### config.mk
export PLATFORM = sky130hd
export DESIGN_NAME = piso_serializer
export DESIGN_NICKNAME = d
export VERILOG_FILES = /design/src/rtl/piso_serializer.sv
export SDC_FILE = /design/constraint.sdc
export NUM_CORES = 1
export LEC_CHECK = 0
export CAP_MARGIN = 20
export CORE_MARGIN = 2
export CORE_UTILIZATION = 48
export DETAILED_ROUTE_END_ITERATION = 12
export HOLD_SLACK_MARGIN = 0.03
export PLACE_DENSITY = 0.89
export SYNTH_ARGS = -nofsm -noshare
export SYNTH_HDL_FRONTEND = slang
export SYNTH_SLANG_ARGS = --single-unit
### constraint.sdc
create_clock -name clk -period 2.1 [get_ports clk]
set_clock_uncertainty 0.05 [all_clocks]
set_input_delay 0.42 -clock clk [delete_from_list [all_inputs] [get_ports clk]]
set_output_delay 0.42 -clock clk [all_outputs]
set_load 0.01 [all_outputs]
### src/rtl/piso_serializer.sv
// ============================================================================
// Module      : piso_serializer
// Description : Parallel-in/serial-out transmitter. Accepts a WIDTH-bit word
//               over valid/ready and shifts it out MSB-first, one bit per clk,
//               with first/last frame strobes for downstream re-framing.
//               Optional macro PISO_PARITY_EN appends an even-parity bit.
// Revision    : 1.0 - initial release
// ============================================================================
`default_nettype none

module piso_serializer #(
    parameter int   WIDTH    = 8,
    parameter logic IDLE_BIT = 1'b1
) (
    input  logic             clk,
    input  logic             rst_n,
    input  logic [WIDTH-1:0] in_data,
    input  logic             in_valid,
    output logic             in_ready,
    output logic             ser_out,
    output logic             ser_valid,
    output logic             ser_first,
    output logic             ser_last,
    output logic             busy
);

    localparam int                 CNT_W      = $clog2(WIDTH);
    localparam logic [CNT_W-1:0]   c_LAST_CNT = CNT_W'(WIDTH - 1);

`ifdef PISO_PARITY_EN
    typedef enum logic [1:0] {
        ST_IDLE  = 2'd0,
        ST_SHIFT = 2'd1,
        ST_PAR   = 2'd2
    } state_t;
`else
    typedef enum logic [1:0] {
        ST_IDLE  = 2'd0,
        ST_SHIFT = 2'd1
    } state_t;
`endif

    state_t           state_q, state_d;
    logic [CNT_W-1:0] cnt_q, cnt_d;
    logic [WIDTH-1:0] shreg_q, shreg_d;
    logic             ser_out_q, ser_out_d;
    logic             ser_valid_q, ser_valid_d;
    logic             ser_first_q, ser_first_d;
    logic             ser_last_q, ser_last_d;
`ifdef PISO_PARITY_EN
    logic             par_q, par_d;
`endif

    logic w_final;
    logic w_accept;

`ifdef PISO_PARITY_EN
    assign w_final = (state_q == ST_PAR);
`else
    assign w_final = (state_q == ST_SHIFT) && (cnt_q == c_LAST_CNT);
`endif

    // Ready when idle or on the last bit of the frame, so frames can abut.
    assign in_ready  = rst_n & ((state_q == ST_IDLE) | w_final);
    assign w_accept  = in_valid & in_ready;

    assign ser_out   = ser_out_q;
    assign ser_valid = ser_valid_q;
    assign ser_first = ser_first_q;
    assign ser_last  = ser_last_q;
    assign busy      = ser_valid_q;

    // Next-state and next-output logic; idle outputs unless a frame bit is due.
    always_comb begin
        state_d     = state_q;
        cnt_d       = cnt_q;
        shreg_d     = shreg_q;
        ser_out_d   = IDLE_BIT;
        ser_valid_d = 1'b0;
        ser_first_d = 1'b0;
        ser_last_d  = 1'b0;
`ifdef PISO_PARITY_EN
        par_d       = par_q;
`endif
        if (w_accept) begin
            // MSB goes straight to the output register; the rest queue up.
            state_d     = ST_SHIFT;
            cnt_d       = '0;
            shreg_d     = {in_data[WIDTH-2:0], 1'b0};
            ser_out_d   = in_data[WIDTH-1];
            ser_valid_d = 1'b1;
            ser_first_d = 1'b1;
`ifdef PISO_PARITY_EN
            par_d       = ^in_data;
`endif
        end else begin
            case (state_q)
                ST_SHIFT: begin
                    if (cnt_q != c_LAST_CNT) begin
                        cnt_d       = cnt_q + 1'b1;
                        shreg_d     = {shreg_q[WIDTH-2:0], 1'b0};
                        ser_out_d   = shreg_q[WIDTH-1];
                        ser_valid_d = 1'b1;
`ifdef PISO_PARITY_EN
                        ser_last_d  = 1'b0;
`else
                        ser_last_d  = (cnt_q == c_LAST_CNT - 1'b1);
`endif
                    end else begin
`ifdef PISO_PARITY_EN
                        state_d     = ST_PAR;
                        ser_out_d   = par_q;
                        ser_valid_d = 1'b1;
                        ser_last_d  = 1'b1;
`else
                        state_d     = ST_IDLE;
`endif
                    end
                end
`ifdef PISO_PARITY_EN
                ST_PAR: begin
                    state_d = ST_IDLE;
                end
`endif
                default: begin
                    state_d = ST_IDLE;
                end
            endcase
        end
    end

    // State and output registers with synchronous active-low reset.
    always_ff @(posedge clk) begin
        if (!rst_n) begin
            state_q     <= ST_IDLE;
            cnt_q       <= '0;
            shreg_q     <= '0;
            ser_out_q   <= IDLE_BIT;
            ser_valid_q <= 1'b0;
            ser_first_q <= 1'b0;
            ser_last_q  <= 1'b0;
`ifdef PISO_PARITY_EN
            par_q       <= 1'b0;
`endif
        end else begin
            state_q     <= state_d;
            cnt_q       <= cnt_d;
            shreg_q     <= shreg_d;
            ser_out_q   <= ser_out_d;
            ser_valid_q <= ser_valid_d;
            ser_first_q <= ser_first_d;
            ser_last_q  <= ser_last_d;
`ifdef PISO_PARITY_EN
            par_q       <= par_d;
`endif
        end
    end

endmodule

`default_nettype wire

==> flow_results.xml <==
<?xml version="1.0" encoding="UTF-8"?>
<metrics>
  <group name="run_status">
    <metric name="status" unit="">finished, final reports clean</metric>
  </group>
  <group name="floorplan">
    <metric name="floorplan.die_area" unit="sq um">1660</metric>
    <metric name="die_w" unit="microns">40.7</metric>
    <metric name="die_h" unit="microns">40.7</metric>
    <metric name="placement_rows" unit="">13</metric>
    <metric name="initial_core_util" unit="%">50.3</metric>
    <metric name="ios" unit="">17</metric>
    <metric name="floorplan.core_area" unit="sq um">1280</metric>
  </group>
  <group name="global_route">
    <metric name="grt_max_degree" unit="">19</metric>
    <metric name="track_usage" unit="%">15.1</metric>
    <metric name="overflow" unit="">0</metric>
    <metric name="via_count_of_the_first_global_routing_pass" unit="">395</metric>
    <metric name="antenna_found_initial" unit="">0</metric>
    <metric name="grt_pass1_wl" unit="mm">1.61</metric>
  </group>
  <group name="worst_setup_path">
    <metric name="crit_type" unit="">register to output pin</metric>
    <metric name="critical_path_peak_fanout" unit="">3</metric>
    <metric name="reg2reg_setup_slack" unit="ps">670</metric>
    <metric name="critPathCaptureType" unit="">output pin</metric>
    <metric name="data_arrival_critical_path" unit="ps">1550</metric>
    <metric name="critical_path.reg2reg.startpoint" unit="">cnt_q[0]$_SDFFE_PP0P_</metric>
    <metric name="critPathLaunchType" unit="">register</metric>
    <metric name="timing.reg2reg.worst_path_depth" unit="">5</metric>
    <metric name="crit-reg2reg-capture" unit="">cnt_q[0]$_SDFFE_PP0P_</metric>
    <metric name="critical_path_required" unit="ps">1630</metric>
  </group>
  <group name="clock_tree">
    <metric name="tritoncts" unit="">done</metric>
    <metric name="tritoncts.num_buffers" unit="">3</metric>
    <metric name="cts_root_buffer" unit="">sky130_fd_sc_hd__clkbuf_4</metric>
    <metric name="post_cts_hold_buffer_count" unit="">0</metric>
    <metric name="htreeDepth" unit="">1</metric>
    <metric name="cts_setup_buffers" unit="">0</metric>
    <metric name="cts.path.max_buffers" unit="">2</metric>
    <metric name="clock-sinks" unit="">15</metric>
    <metric name="clock_insertion_delay_worst_skew" unit="ps">290</metric>
    <metric name="cts_clock_pin_slew_for_the_worst_setup_and_hold_paths" unit="ps">100</metric>
  </group>
  <group name="timing">
    <metric name="final_critical_path_time_including_i_o_delays_and_setup" unit="ps">2020</metric>
    <metric name="fin_setup_tns" unit="ps">0</metric>
    <metric name="count_of_endpoints_failing_hold_in_the_final_timing_report" unit="">0</metric>
    <metric name="grt_setup_unrepaired" unit="">no</metric>
    <metric name="slew_viol_final" unit="">0</metric>
    <metric name="final_min_period_over_clock_period" unit="%">96.3</metric>
    <metric name="maxSlewHeadroom" unit="%">85.3</metric>
    <metric name="timing.final.setup_violations" unit="">0</metric>
    <metric name="slew_at_the_pin_with_the_worst_max_slew_slack" unit="ps">221</metric>
    <metric name="finalWorstSetupSlack" unit="ps">78.6</metric>
    <metric name="max_freq" unit="GHz">0.495</metric>
  </group>
  <group name="layout">
    <metric name="design.final.nets" unit="">97</metric>
    <metric name="insertedDiodeCount" unit="">0</metric>
    <metric name="fillerInstances" unit="">108</metric>
    <metric name="drive_gt1_share" unit="%">13.4</metric>
    <metric name="area.sequential" unit="sq um">302</metric>
    <metric name="multiInputGateArea" unit="sq um">307</metric>
    <metric name="flow.area_growth_from_synthesis" unit="%">30.2</metric>
  </group>
  <group name="pwr">
    <metric name="leakage" unit="nW">0.346</metric>
    <metric name="ir_worst_vdd" unit="mV">0.342</metric>
    <metric name="p_per_area" unit="nW/um^2">685</metric>
  </group>
  <group name="placed_design">
    <metric name="place.detailed.hpwl" unit="microns">835</metric>
    <metric name="numPortBuffers" unit="">16</metric>
    <metric name="post-place-ws" unit="ps">58.5</metric>
    <metric name="gpl.final_weighted_congestion" unit="">0.745</metric>
  </group>
  <group name="yosys">
    <metric name="synthesis.area_per_instance" unit="sq um">10.1</metric>
    <metric name="synth_warnings" unit="">0</metric>
    <metric name="ys_async_sr_fraction" unit="%">0</metric>
    <metric name="postSynth.topFlopCell" unit="">sky130_fd_sc_hd__dfxtp_1</metric>
    <metric name="synth_fp_nets" unit="">78</metric>
    <metric name="synth_enable_flop_cells" unit="">0</metric>
    <metric name="netlist-cell-type-count" unit="">23</metric>
    <metric name="synth_sequential_area_ratio" unit="%">46.4</metric>
    <metric name="syn-cell-area" unit="sq um">647</metric>
    <metric name="post_synth_inst_count" unit="">64</metric>
    <metric name="postSynthRegisterBits" unit="">15</metric>
  </group>
  <group name="hold_path">
    <metric name="timing.hold.worst.start" unit="">cnt_q[2]$_SDFFE_PP0P_</metric>
    <metric name="min_delay_path_depth" unit="">2</metric>
    <metric name="holdPathEnd" unit="">ser_last$_SDFF_PP0_</metric>
    <metric name="hold_path_class" unit="">register to register</metric>
  </group>
  <group name="detailed_routing">
    <metric name="wl" unit="mm">1.20</metric>
    <metric name="final_antenna_net_count" unit="">0</metric>
    <metric name="initialDrtViolationCount" unit="">2</metric>
    <metric name="per_cell_routed_wire_length" unit="microns">12.3</metric>
    <metric name="route.detailed.vias_per_inst" unit="">5.32</metric>
    <metric name="drc" unit="">0</metric>
    <metric name="drt_pass_1_iters" unit="">4</metric>
    <metric name="via_count" unit="">516</metric>
  </group>
  <group name="job">
    <metric name="timing.max_cap.violations" unit="">0</metric>
  </group>
</metrics>
## per-layer routing
metal / vias to the layer above / share of wire (%) / track usage, %
met3: 0 / 6.7 / 3.26
met5: - / 0 / 0
met2: 24 / 47 / 25.4
met4: 0 / 0 / 7.50
li1: 258 / - / -
met1: 234 / 47 / 17.9
## logic make-up after synthesis
logic type | Yosys count | synth area share [%]
AOI/OAI and AO/OA | 18 | 15.9
and+or+nand+nor | 15 | 13.3
DFF | 15 | 46.4
muxes | 7 | 10.8
buffers and inverters | 6 | 7.74
adders and majority gates | 3 | 5.80
## placed cells by master (no fill, tap or decap), types with 2 or more instances in the layout
cell type                         Yosys  layout
sky130_fd_sc_hd__o21a_1               4       4
sky130_fd_sc_hd__clkbuf_4             0       3
sky130_fd_sc_hd__mux2i_1              7       7
sky130_fd_sc_hd__o21ai_1              2       2
sky130_fd_sc_hd__o21ai_0              5       5
sky130_fd_sc_hd__dfxtp_1             15      14
sky130_fd_sc_hd__buf_4                1       3
sky130_fd_sc_hd__nor2_1               4       4
sky130_fd_sc_hd__nor3b_1              2       2
sky130_fd_sc_hd__ha_1                 3       2
sky130_fd_sc_hd__a21oi_1              6       6
sky130_fd_sc_hd__clkdlybuf4s50_1      0      15
## flip-flops by register name (all words and copies together) (netlist names)
register   count
state_q        1
cnt_q          3
shreg_q        7
ser_out        1
ser_first      1
busy           1
ser_last       1
## power by group
group / internal [mW] / switching (mW) / leakage (nW)
Sequential: 0.303 / 0.00950 / 0.124
Clock: 0.0723 / 0.102 / 0.0139
Combinational: 0.0520 / 0.0376 / 0.208
## Yosys cell counts (2+ instances only)
library cell,n,area share (%)
sky130_fd_sc_hd__o21ai_0,5,3.9
sky130_fd_sc_hd__a21oi_1,6,4.6
sky130_fd_sc_hd__o21ai_1,2,1.5
sky130_fd_sc_hd__ha_1,3,5.8
sky130_fd_sc_hd__buf_6,3,5.2
sky130_fd_sc_hd__nor2_1,4,2.3
sky130_fd_sc_hd__o21a_1,4,4.6
sky130_fd_sc_hd__mux2i_1,7,11
sky130_fd_sc_hd__nor3b_1,2,2.3
sky130_fd_sc_hd__dfxtp_1,15,46
## how the worst max path moves through the flow
stage | from | to | slack, ps | depth (start not counted)
2_1_floorplan | cnt_q[0]$_SDFFE_PP0P_ | in_ready | 540 | 5
3_5_place_dp | rst_n | in_ready | 60 | 3
6_report | cnt_q[0]$_SDFFE_PP0P_ | in_ready | 80 | 5
3_3_place_gp | rst_n | in_ready | 80 | 3
4_1_cts | cnt_q[0]$_SDFFE_PP0P_ | in_ready | 20 | 5
5_1_grt | cnt_q[0]$_SDFFE_PP0P_ | in_ready | 30 | 5
## final cells by class
type	instances	share of cell area, %
multi-input cells	43	36.4
repair buffers	19	21.5
well taps	15	2.23
flip-flops and latches	15	35.8
clock buffers	3	2.67
inverters	1	0.446
clock inverters	1	0.892
## worst max-delay path, cell delays in order (launching register included)
cell	delay (ps)
sky130_fd_sc_hd__dfxtp_2	340
sky130_fd_sc_hd__ha_1	190
sky130_fd_sc_hd__ha_2	170
sky130_fd_sc_hd__nand2b_4	130
sky130_fd_sc_hd__and2_4	150
sky130_fd_sc_hd__dlygate4sd2_1	270
## per-stage QoR
step / total power [mW] / cells / hold slack (ps) / utilization (%) / instance area (sq um)
after floorplan: 0.370 / 64 / 389 / - / 647
after global placement: 0.404 / 93 / 411 / 62.4 / 802
after detailed placement: 0.408 / 93 / 412 / 62.4 / 802
after CTS: 0.578 / 97 / 432 / 64.7 / 831
after global routing: 0.598 / 97 / 455 / 65.5 / 842
final: 0.576 / 97 / 438 / 65.5 / 842
## repair_timing
action,CTS,global route
gates resized for setup,1,3
endpoints found under the setup margin,1,1
pin swaps,0,0
Note: power is estimated with default switching activity, not from simulation.
